File: src/rtl/washer_main_controller.sv
// -----------------------------------------------------------------------------
// washer_main_controller
//
// Purpose:
//   Top-level washing-machine cycle controller. One FSM sequences selection,
//   fill, heat, wash, drain, rinse fill, rinse, final drain, spin and complete.
//   It also holds the phase timer, the temperature selector and the spin-speed
//   selector. All actuator/LED outputs are registered and decoded from the
//   next state, so they change on the same edge as the state register.
//
// Optional feature (compile-time macro):
//   EXTRA_RINSE_EN - heavy mode (2) performs a second rinse pass
//                    (FILL_RINSE/RINSE/DRAIN_RINSE) before SPIN.
//
// Ports:
//   clk                     system clock, rising edge
//   reset                   asynchronous active-low reset
//   start, stop, pause      user requests (stop aborts from any state)
//   continue_signal         resume from PAUSED / VIB_HOLD
//   door_locked             latch sensor, 1 = locked
//   clothes_loaded          clothes present
//   load_weight[7:0]        selects fill target (300 below 80, else 800)
//   vibration_sensor        1 = excessive vibration
//   temperature_adc_sensor  water temperature in degC
//   wash_mode[2:0]          0 normal, 1 delicate, 2 heavy, 3 quick, 4-7 normal
//   confirm_wash_mode       accept the selection in START
//   change_temperature      rising edge steps the temperature setting
//   change_spin_speed       rising edge steps the spin level
//   water_level_sensor[9:0] water level
//   cycle_complete_led, door_lock, water_valve, heater, drain_pump,
//   drum_motor[3:0], water_flow_error_led, drainage_error_led,
//   vibration_error_led     registered actuator / LED outputs
//   o_dbg_state[3:0]        current FSM state encoding
//   o_dbg_timer[7:0]        current phase timer value
//
// Inputs are plain levels sampled every clock; there is no valid/ready
// handshake on this block. Only change_temperature/change_spin_speed are
// edge-detected.
// -----------------------------------------------------------------------------
module washer_main_controller #(
    parameter int WASH_TIME     = 20,
    parameter int RINSE_TIME    = 10,
    parameter int SPIN_TIME     = 10,
    parameter int FILL_TIMEOUT  = 30,
    parameter int DRAIN_TIMEOUT = 30,
    parameter int EMPTY_LEVEL   = 16
) (
    input  logic       clk,
    input  logic       reset,
    input  logic       start,
    input  logic       stop,
    input  logic       pause,
    input  logic       continue_signal,
    input  logic       door_locked,
    input  logic       clothes_loaded,
    input  logic [7:0] load_weight,
    input  logic       vibration_sensor,
    input  logic [6:0] temperature_adc_sensor,
    input  logic [2:0] wash_mode,
    input  logic       confirm_wash_mode,
    input  logic       change_temperature,
    input  logic       change_spin_speed,
    input  logic [9:0] water_level_sensor,
    output logic       cycle_complete_led,
    output logic       door_lock,
    output logic       water_valve,
    output logic       heater,
    output logic       drain_pump,
    output logic [3:0] drum_motor,
    output logic       water_flow_error_led,
    output logic       drainage_error_led,
    output logic       vibration_error_led,
    output logic [3:0] o_dbg_state,
    output logic [7:0] o_dbg_timer
);

    typedef enum logic [3:0] {
        S_IDLE         = 4'd0,
        S_START        = 4'd1,
        S_FILL_INITIAL = 4'd2,
        S_HEAT         = 4'd3,
        S_WASH         = 4'd4,
        S_DRAIN_WASH   = 4'd5,
        S_FILL_RINSE   = 4'd6,
        S_RINSE        = 4'd7,
        S_DRAIN_RINSE  = 4'd8,
        S_SPIN         = 4'd9,
        S_COMPLETE     = 4'd10,
        S_PAUSED       = 4'd11,
        S_VIB_HOLD     = 4'd12,
        S_ERROR        = 4'd13
    } state_t;

    // Last timer value of each phase: a phase of N cycles sees timer 0..N-1.
    localparam logic [7:0] WASH_LAST  = 8'(WASH_TIME - 1);
    localparam logic [7:0] QUICK_LAST = 8'((WASH_TIME / 2) - 1);
    localparam logic [7:0] RINSE_LAST = 8'(RINSE_TIME - 1);
    localparam logic [7:0] SPIN_LAST  = 8'(SPIN_TIME - 1);
    localparam logic [7:0] FILL_LAST  = 8'(FILL_TIMEOUT - 1);
    localparam logic [7:0] DRAIN_LAST = 8'(DRAIN_TIMEOUT - 1);
    localparam logic [9:0] EMPTY_LVL  = 10'(EMPTY_LEVEL);

    state_t     r_state;
    state_t     r_saved;        // state to return to from PAUSED / VIB_HOLD
    logic [7:0] r_timer;
    logic [1:0] r_temp_idx;
    logic [1:0] r_spin_lvl;
    logic [1:0] r_mode;         // wash_mode with 4-7 folded onto normal
    logic       r_sel_seen;     // a change pulse was seen since START entry
    logic       r_chg_temp_d;
    logic       r_chg_spin_d;
`ifdef EXTRA_RINSE_EN
    logic       r_rinse_pass;
`endif

    state_t     w_next;
    logic       w_flow_err;
    logic       w_drain_err;
    logic       w_active;
    logic       w_vib_state;
    logic       w_hold_next;
    logic       w_resume;
    logic       w_level_full;
    logic       w_level_empty;
    logic [9:0] w_fill_target;
    logic [6:0] w_sel_temp;
    logic [7:0] w_wash_last;
    logic [1:0] w_base_temp;
    logic [1:0] w_base_spin;
    logic       w_temp_rise;
    logic       w_spin_rise;

    function automatic logic [1:0] default_temp(input logic [2:0] mode);
        case (mode)
            3'd1:    default_temp = 2'd1;
            3'd2:    default_temp = 2'd3;
            3'd3:    default_temp = 2'd1;
            default: default_temp = 2'd2;
        endcase
    endfunction

    function automatic logic [1:0] default_spin(input logic [2:0] mode);
        case (mode)
            3'd1:    default_spin = 2'd1;
            3'd2:    default_spin = 2'd3;
            default: default_spin = 2'd2;
        endcase
    endfunction

    function automatic logic [6:0] temp_of(input logic [1:0] idx);
        case (idx)
            2'd0:    temp_of = 7'd20;
            2'd1:    temp_of = 7'd30;
            2'd2:    temp_of = 7'd40;
            default: temp_of = 7'd60;
        endcase
    endfunction

    always_comb begin
        w_fill_target = (load_weight < 8'd80) ? 10'd300 : 10'd800;
        w_level_full  = (water_level_sensor >= w_fill_target);
        w_level_empty = (water_level_sensor < EMPTY_LVL);
        w_sel_temp    = temp_of(r_temp_idx);
        w_wash_last   = (r_mode == 2'd3) ? QUICK_LAST : WASH_LAST;
        w_active      = (r_state >= S_FILL_INITIAL) && (r_state <= S_SPIN);
        w_vib_state   = (r_state == S_WASH) || (r_state == S_RINSE) ||
                        (r_state == S_SPIN);

        // Until the user touches a selector, both follow wash_mode live.
        w_base_temp   = r_sel_seen ? r_temp_idx : default_temp(wash_mode);
        w_base_spin   = r_sel_seen ? r_spin_lvl : default_spin(wash_mode);
        w_temp_rise   = change_temperature & ~r_chg_temp_d;
        w_spin_rise   = change_spin_speed & ~r_chg_spin_d;

        w_next      = r_state;
        w_flow_err  = 1'b0;
        w_drain_err = 1'b0;

        // Priority: stop > vibration > pause > normal transition.
        if (stop) begin
            w_next = S_IDLE;
        end else if (w_vib_state && vibration_sensor) begin
            w_next = S_VIB_HOLD;
        end else if (w_active && pause) begin
            w_next = S_PAUSED;
        end else begin
            case (r_state)
                S_IDLE:
                    if (start && clothes_loaded && door_locked) w_next = S_START;
                S_START:
                    if (confirm_wash_mode) w_next = S_FILL_INITIAL;
                S_FILL_INITIAL:
                    if (w_level_full) begin
                        w_next = S_HEAT;
                    end else if (r_timer >= FILL_LAST) begin
                        w_next     = S_ERROR;
                        w_flow_err = 1'b1;
                    end
                S_HEAT:
                    if (temperature_adc_sensor >= w_sel_temp) w_next = S_WASH;
                S_WASH:
                    if (r_timer >= w_wash_last) w_next = S_DRAIN_WASH;
                S_DRAIN_WASH:
                    if (w_level_empty) begin
                        w_next = S_FILL_RINSE;
                    end else if (r_timer >= DRAIN_LAST) begin
                        w_next      = S_ERROR;
                        w_drain_err = 1'b1;
                    end
                S_FILL_RINSE:
                    if (w_level_full) begin
                        w_next = S_RINSE;
                    end else if (r_timer >= FILL_LAST) begin
                        w_next     = S_ERROR;
                        w_flow_err = 1'b1;
                    end
                S_RINSE:
                    if (r_timer >= RINSE_LAST) w_next = S_DRAIN_RINSE;
                S_DRAIN_RINSE:
                    if (w_level_empty) begin
`ifdef EXTRA_RINSE_EN
                        if ((r_mode == 2'd2) && !r_rinse_pass) w_next = S_FILL_RINSE;
                        else                                   w_next = S_SPIN;
`else
                        w_next = S_SPIN;
`endif
                    end else if (r_timer >= DRAIN_LAST) begin
                        w_next      = S_ERROR;
                        w_drain_err = 1'b1;
                    end
                S_SPIN:
                    if (r_timer >= SPIN_LAST) w_next = S_COMPLETE;
                S_COMPLETE:
                    if (!door_locked || start) w_next = S_IDLE;
                S_PAUSED:
                    if (continue_signal) w_next = r_saved;
                S_VIB_HOLD:
                    if (continue_signal && !vibration_sensor) w_next = r_saved;
                S_ERROR:
                    w_next = S_ERROR;
                default:
                    w_next = S_IDLE;
            endcase
        end

        w_hold_next = (w_next == S_PAUSED) || (w_next == S_VIB_HOLD);
        // Leaving a hold state for anything but IDLE is always a resume.
        w_resume    = ((r_state == S_PAUSED) || (r_state == S_VIB_HOLD)) &&
                      (w_next != S_IDLE) && !w_hold_next;
    end

    always_ff @(posedge clk or negedge reset) begin
        if (!reset) begin
            r_state              <= S_IDLE;
            r_saved              <= S_IDLE;
            r_timer              <= 8'd0;
            r_temp_idx           <= 2'd2;
            r_spin_lvl           <= 2'd2;
            r_mode               <= 2'd0;
            r_sel_seen           <= 1'b0;
            r_chg_temp_d         <= 1'b0;
            r_chg_spin_d         <= 1'b0;
`ifdef EXTRA_RINSE_EN
            r_rinse_pass         <= 1'b0;
`endif
            cycle_complete_led   <= 1'b0;
            door_lock            <= 1'b0;
            water_valve          <= 1'b0;
            heater               <= 1'b0;
            drain_pump           <= 1'b0;
            drum_motor           <= 4'd0;
            water_flow_error_led <= 1'b0;
            drainage_error_led   <= 1'b0;
            vibration_error_led  <= 1'b0;
        end else begin
            r_state      <= w_next;
            r_chg_temp_d <= change_temperature;
            r_chg_spin_d <= change_spin_speed;

            if (w_hold_next && (r_state != w_next)) r_saved <= r_state;

            // Timer freezes across pause/vibration hold and resumes its count.
            if (w_hold_next || w_resume)  r_timer <= r_timer;
            else if (w_next != r_state)   r_timer <= 8'd0;
            else                          r_timer <= r_timer + 8'd1;

            if (r_state == S_START) begin
                r_temp_idx <= w_temp_rise ? (w_base_temp + 2'd1) : w_base_temp;
                r_spin_lvl <= w_spin_rise ? (w_base_spin + 2'd1) : w_base_spin;
                if (w_temp_rise || w_spin_rise) r_sel_seen <= 1'b1;
                r_mode <= (wash_mode > 3'd3) ? 2'd0 : wash_mode[1:0];
`ifdef EXTRA_RINSE_EN
                r_rinse_pass <= 1'b0;
`endif
            end else begin
                r_sel_seen <= 1'b0;
            end

`ifdef EXTRA_RINSE_EN
            if ((r_state == S_DRAIN_RINSE) && (w_next == S_FILL_RINSE))
                r_rinse_pass <= 1'b1;
`endif

            cycle_complete_led <= (w_next == S_COMPLETE);
            door_lock          <= ((w_next >= S_FILL_INITIAL) && (w_next <= S_SPIN)) ||
                                  (w_next == S_PAUSED) || (w_next == S_VIB_HOLD) ||
                                  (w_next == S_ERROR);
            water_valve        <= (w_next == S_FILL_INITIAL) || (w_next == S_FILL_RINSE);
            heater             <= (w_next == S_HEAT) && (temperature_adc_sensor < w_sel_temp);
            drain_pump         <= (w_next == S_DRAIN_WASH) || (w_next == S_DRAIN_RINSE) ||
                                  (w_next == S_SPIN);
            if ((w_next == S_WASH) || (w_next == S_RINSE)) drum_motor <= 4'd1;
            else if (w_next == S_SPIN)                     drum_motor <= 4'd8 + {2'b00, r_spin_lvl};
            else                                           drum_motor <= 4'd0;
            vibration_error_led <= (w_next == S_VIB_HOLD);
            // Error LEDs latch on entry to ERROR and clear only on the way out.
            water_flow_error_led <= (w_next == S_ERROR) && (w_flow_err || water_flow_error_led);
            drainage_error_led   <= (w_next == S_ERROR) && (w_drain_err || drainage_error_led);
        end
    end

    assign o_dbg_state = r_state;
    assign o_dbg_timer = r_timer;

endmodule

File: config.mk
export PLATFORM = sky130hd
export DESIGN_NAME = washer_main_controller
export DESIGN_NICKNAME = d
export VERILOG_FILES = /design/src/rtl/washer_main_controller.sv
export SDC_FILE = /design/constraint.sdc
export NUM_CORES = 1
export LEC_CHECK = 0
export CAP_MARGIN = 20
export CORE_UTILIZATION = 30
export DETAILED_ROUTE_END_ITERATION = 8
export PLACE_DENSITY = 0.63
export SLEW_MARGIN = 20
export SYNTH_ARGS = -nofsm -noshare
export SYNTH_HDL_FRONTEND = slang
export SYNTH_SLANG_ARGS = --single-unit
File: constraint.sdc
create_clock -name clk -period 9.9 [get_ports clk]
set_input_delay 0.99 -clock clk [delete_from_list [all_inputs] [get_ports clk]]
set_output_delay 0.99 -clock clk [all_outputs]
set_load 0.01 [all_outputs]
==> impl_metrics.json <==
{
  "antenna_found_initial": 0,
  "critical_path_peak_fanout": 9,
  "critical_path_class": "in -> reg",
  "synthDominantCellAreaShare_pct": 28.87,
  "fp.dieW_um": 101.1,
  "syn_area_per_cell_um2": 8.395,
  "worstHoldStart": "r_mode[1]",
  "crit_path_start_kind": "primary input",
  "vias_per_cell": 5.416,
  "synth-warning-count": 0,
  "total_number_of_clock_tree_sinks": 36,
  "area_growth_pct": 25.94,
  "timing.critical_path.to_type": "register",
  "post-route-min-period_ns": 4.597,
  "port_buffer_count": 58,
  "residual_antenna_violating_net_count_after_detailed_routing": 0,
  "ys_seq_area_share_pct": 30.66,
  "hold_path.class": "reg -> reg",
  "placementRows": 35,
  "cts.repair.resized": 0,
  "worst_hold_path.num_cells": 2,
  "core_area_mm2": 0.009371,
  "syn-num-nets": 405,
  "htreeDepth": 2,
  "drtPass1Iterations": 4,
  "reg_to_reg_end": "r_saved[3]",
  "routabilityCongestion": 0.9241,
  "finalHoldViolations": 0,
  "first_iter_violations": 204,
  "global_route_hottest_layer": "met2",
  "synthDistinctLibCells": 70,
  "vdd.ir_drop.worst_uv": 95.36,
  "async_reset_ff_share_pct": 100.0,
  "clock_skew_ns": 0.007900,
  "die-area_mm2": 0.01022,
  "run_status": "finished, final reports clean",
  "setup.reg_to_reg.worst_slack_ns": 5.77,
  "ys_ff_latch": 36,
  "leakagePower_nw": 1.574,
  "met2_usage_pct": 26.32,
  "initial_core_utilization_pct": 31.44,
  "grt_use_total_pct": 16.05,
  "unrepaired_setup_endpoints_after_global_routing": "no",
  "report.final.slew_viol_count": 0,
  "setup-violations-final": 0,
  "clock-root-buffer": "clkbuf_8",
  "clock_transition_at_the_register_clock_pins_on_the_worst_setup_and_hold_paths_after_cts_ns": 0.08,
  "power_density_mw_per_mm2": 204.2,
  "critPathRequiredTime_ns": 10.07,
  "first_pass_grt_wire_length_mm": 12.98,
  "antenna_cells_inserted": 0,
  "mappedNetlistArea_mm2": 0.002947,
  "drt-wirelength-per-cell_um": 15.11,
  "vias": 2865,
  "finalHoldWorstSlack_ns": 0.4767,
  "die_h_um": 101.1,
  "achievable-frequency_mhz": 217.5,
  "gr-usage-met1_pct": 21.58,
  "numCtsBuffers": 5,
  "dominantRegCellSynth": "dfrtp_1",
  "post_synth_main_area_contributors": "dfrtp_1 (29%), ha_1 (5.9%), nand2_1 (4.5%), a21oi_1 (3.7%), nor3_1 (2.9%)",
  "netlist.top_cell.by_area": "dfrtp_1",
  "tritoncts": "built",
  "most-common-layout-cells": "clkdlybuf4s50_1 (57), nand2_1 (35), dfrtp_1 (34)",
  "synthCells": 351,
  "clock_latency_ns": 0.30,
  "drc": 0,
  "cts.hold.buffers_added": 0,
  "worst-endpoint-arrival_ns": 4.77,
  "final.period_utilization_pct": 46.44,
  "gr-total-overflow": 0,
  "crit_path_cell_chain": "clkdlybuf4s50_1 > o21ai_0 > nand2b_1 > inv_1 > ha_1 > nor4bb_1 > nand3b_1 > a31oi_1 > or3_1 > and2_0 > o31ai_1 > nor4_4 > nor4_4 > mux2_1",
  "detailed_route_wire_length_mm": 7.992,
  "min_delay_worst_endpoint": "r_mode[1]",
  "worst_path_max_delay_cell": "nor4_4",
  "crit-reg2reg-launch": "o_dbg_state[3]",
  "finalSetupTns_ns": 0,
  "nets": 453,
  "cp_common_cell": "nor4_4",
  "relSlewSlack_pct": 30.42,
  "boundaryPins": 64,
  "synth-edff-count": 0,
  "grt_pass1_vias": 2666,
  "clockBufferDepth": 2,
  "post_route_cells_drive_above_1_share_pct": 7.000,
  "mostFrequentLayoutCell": "clkdlybuf4s50_1",
  "maximum_number_of_pins_on_one_net_before_global_route_repair": 38,
  "post_cts_setup_buffer_count": 0,
  "max_slew.worst_pin.slew_ns": 1.044,
  "grt.met3_usage_pct": 2.497,
  "dp_wirelength_mm": 5.957,
  "maxCapViolCount": 0,
  "critical-path-max-stage-delay_ns": 0.71,
  "rr_worst_depth": 9
}
[kinds of logic (layout without fill, tap and decap cells)]
family	Yosys count	in the layout	share of synthesized area [%]
compound gates	95	95	21.40
buf+inv	36	85	5.393
flops	36	36	30.66
other cells	1	1	0.1273
fa+ha+maj	14	14	5.945
mux	9	9	3.524
simple gates	157	157	32.06
xor+xnor	3	3	0.8919
[metrics by stage]
stage,instance area (µm²),cells,worst slack (ns),util (%),power [W]
after floorplan,2947,351,5.963,-,0.0005075
after CTS,3711,529,5.328,39.60,0.0007609
final,3711,529,5.303,39.60,0.0007577
after detailed placement,3600,521,5.058,38.41,0.0006248
after global routing,3711,529,4.981,39.60,0.0008158
after global placement,3600,521,5.117,38.41,0.0006152
[final cells by class]
| type | count | area [µm²] |
|---|---|---|
| clock inverter | 3 | 42.54 |
| inverter | 18 | 67.56 |
| clock buffer | 5 | 68.82 |
| fill | 968 | 5660 |
| sequential | 36 | 903.4 |
| tap | 129 | 161.4 |
| timing repair buffer | 59 | 583.1 |
| multi-input combinational | 279 | 1884 |
[synth_stat cells (5+ instances only)]
library cell  instances
nand2_1              35
dfrtp_1              34
a21oi_1              22
nor2_1               18
inv_1                17
nor3_1               17
ha_1                 14
nand3_1              13
o21ai_0              13
nor2b_1              11
buf_2                10
nand2b_1              8
o22ai_1               8
o31ai_1               8
nor3b_1               7
clkbuf_1              6
a211oi_1              5
a21o_1                5
a31oi_1               5
o21ai_1               5
[registers in the layout, summed over array words and instances (netlist names)]
signal	flops
heater	1
water_flow_error_led	1
r_spin_lvl	2
vibration_error_led	1
drum_motor	3
drain_pump	1
r_saved	4
water_valve	1
drainage_error_led	1
o_dbg_state	4
o_dbg_timer	8
r_chg_spin_d	1
door_lock	1
cycle_complete_led	1
r_sel_seen	1
r_chg_temp_d	1
r_temp_idx	2
r_mode	2
[worst max-delay path: cells and delay by family]
kind / cells / cell delay, ns
simple gates: 7 / 2.07
mux: 1 / 0.35
buf+inv: 2 / 0.51
fa+ha+maj: 1 / 0.28
compound gates: 3 / 0.58
[metal layers]
layer | wire, µm | up-vias
li1 | - | 1404
met3 | 367 | 14
met4 | 140 | 0
met5 | 0 | -
met2 | 3848 | 82
met1 | 3635 | 1365
[worst max-delay path by stage]
| stage | from | end | cells past startpoint |
|---|---|---|---|
| final | load_weight[4] | r_saved[3] | 14 |
| after global routing | load_weight[4] | r_saved[3] | 14 |
| after CTS | load_weight[4] | r_saved[3] | 14 |
| after detailed placement | load_weight[4] | r_saved[0] | 14 |
| after global placement | load_weight[4] | r_saved[2] | 13 |
| after floorplan | load_weight[4] | r_saved[2] | 12 |
[power by group]
group / internal (W) / switching [W]
registers: 0.000182 / 0.0000608
logic: 0.000170 / 0.000213
clock network: 0.0000746 / 0.0000578
(Power assumes the default switching activity.)
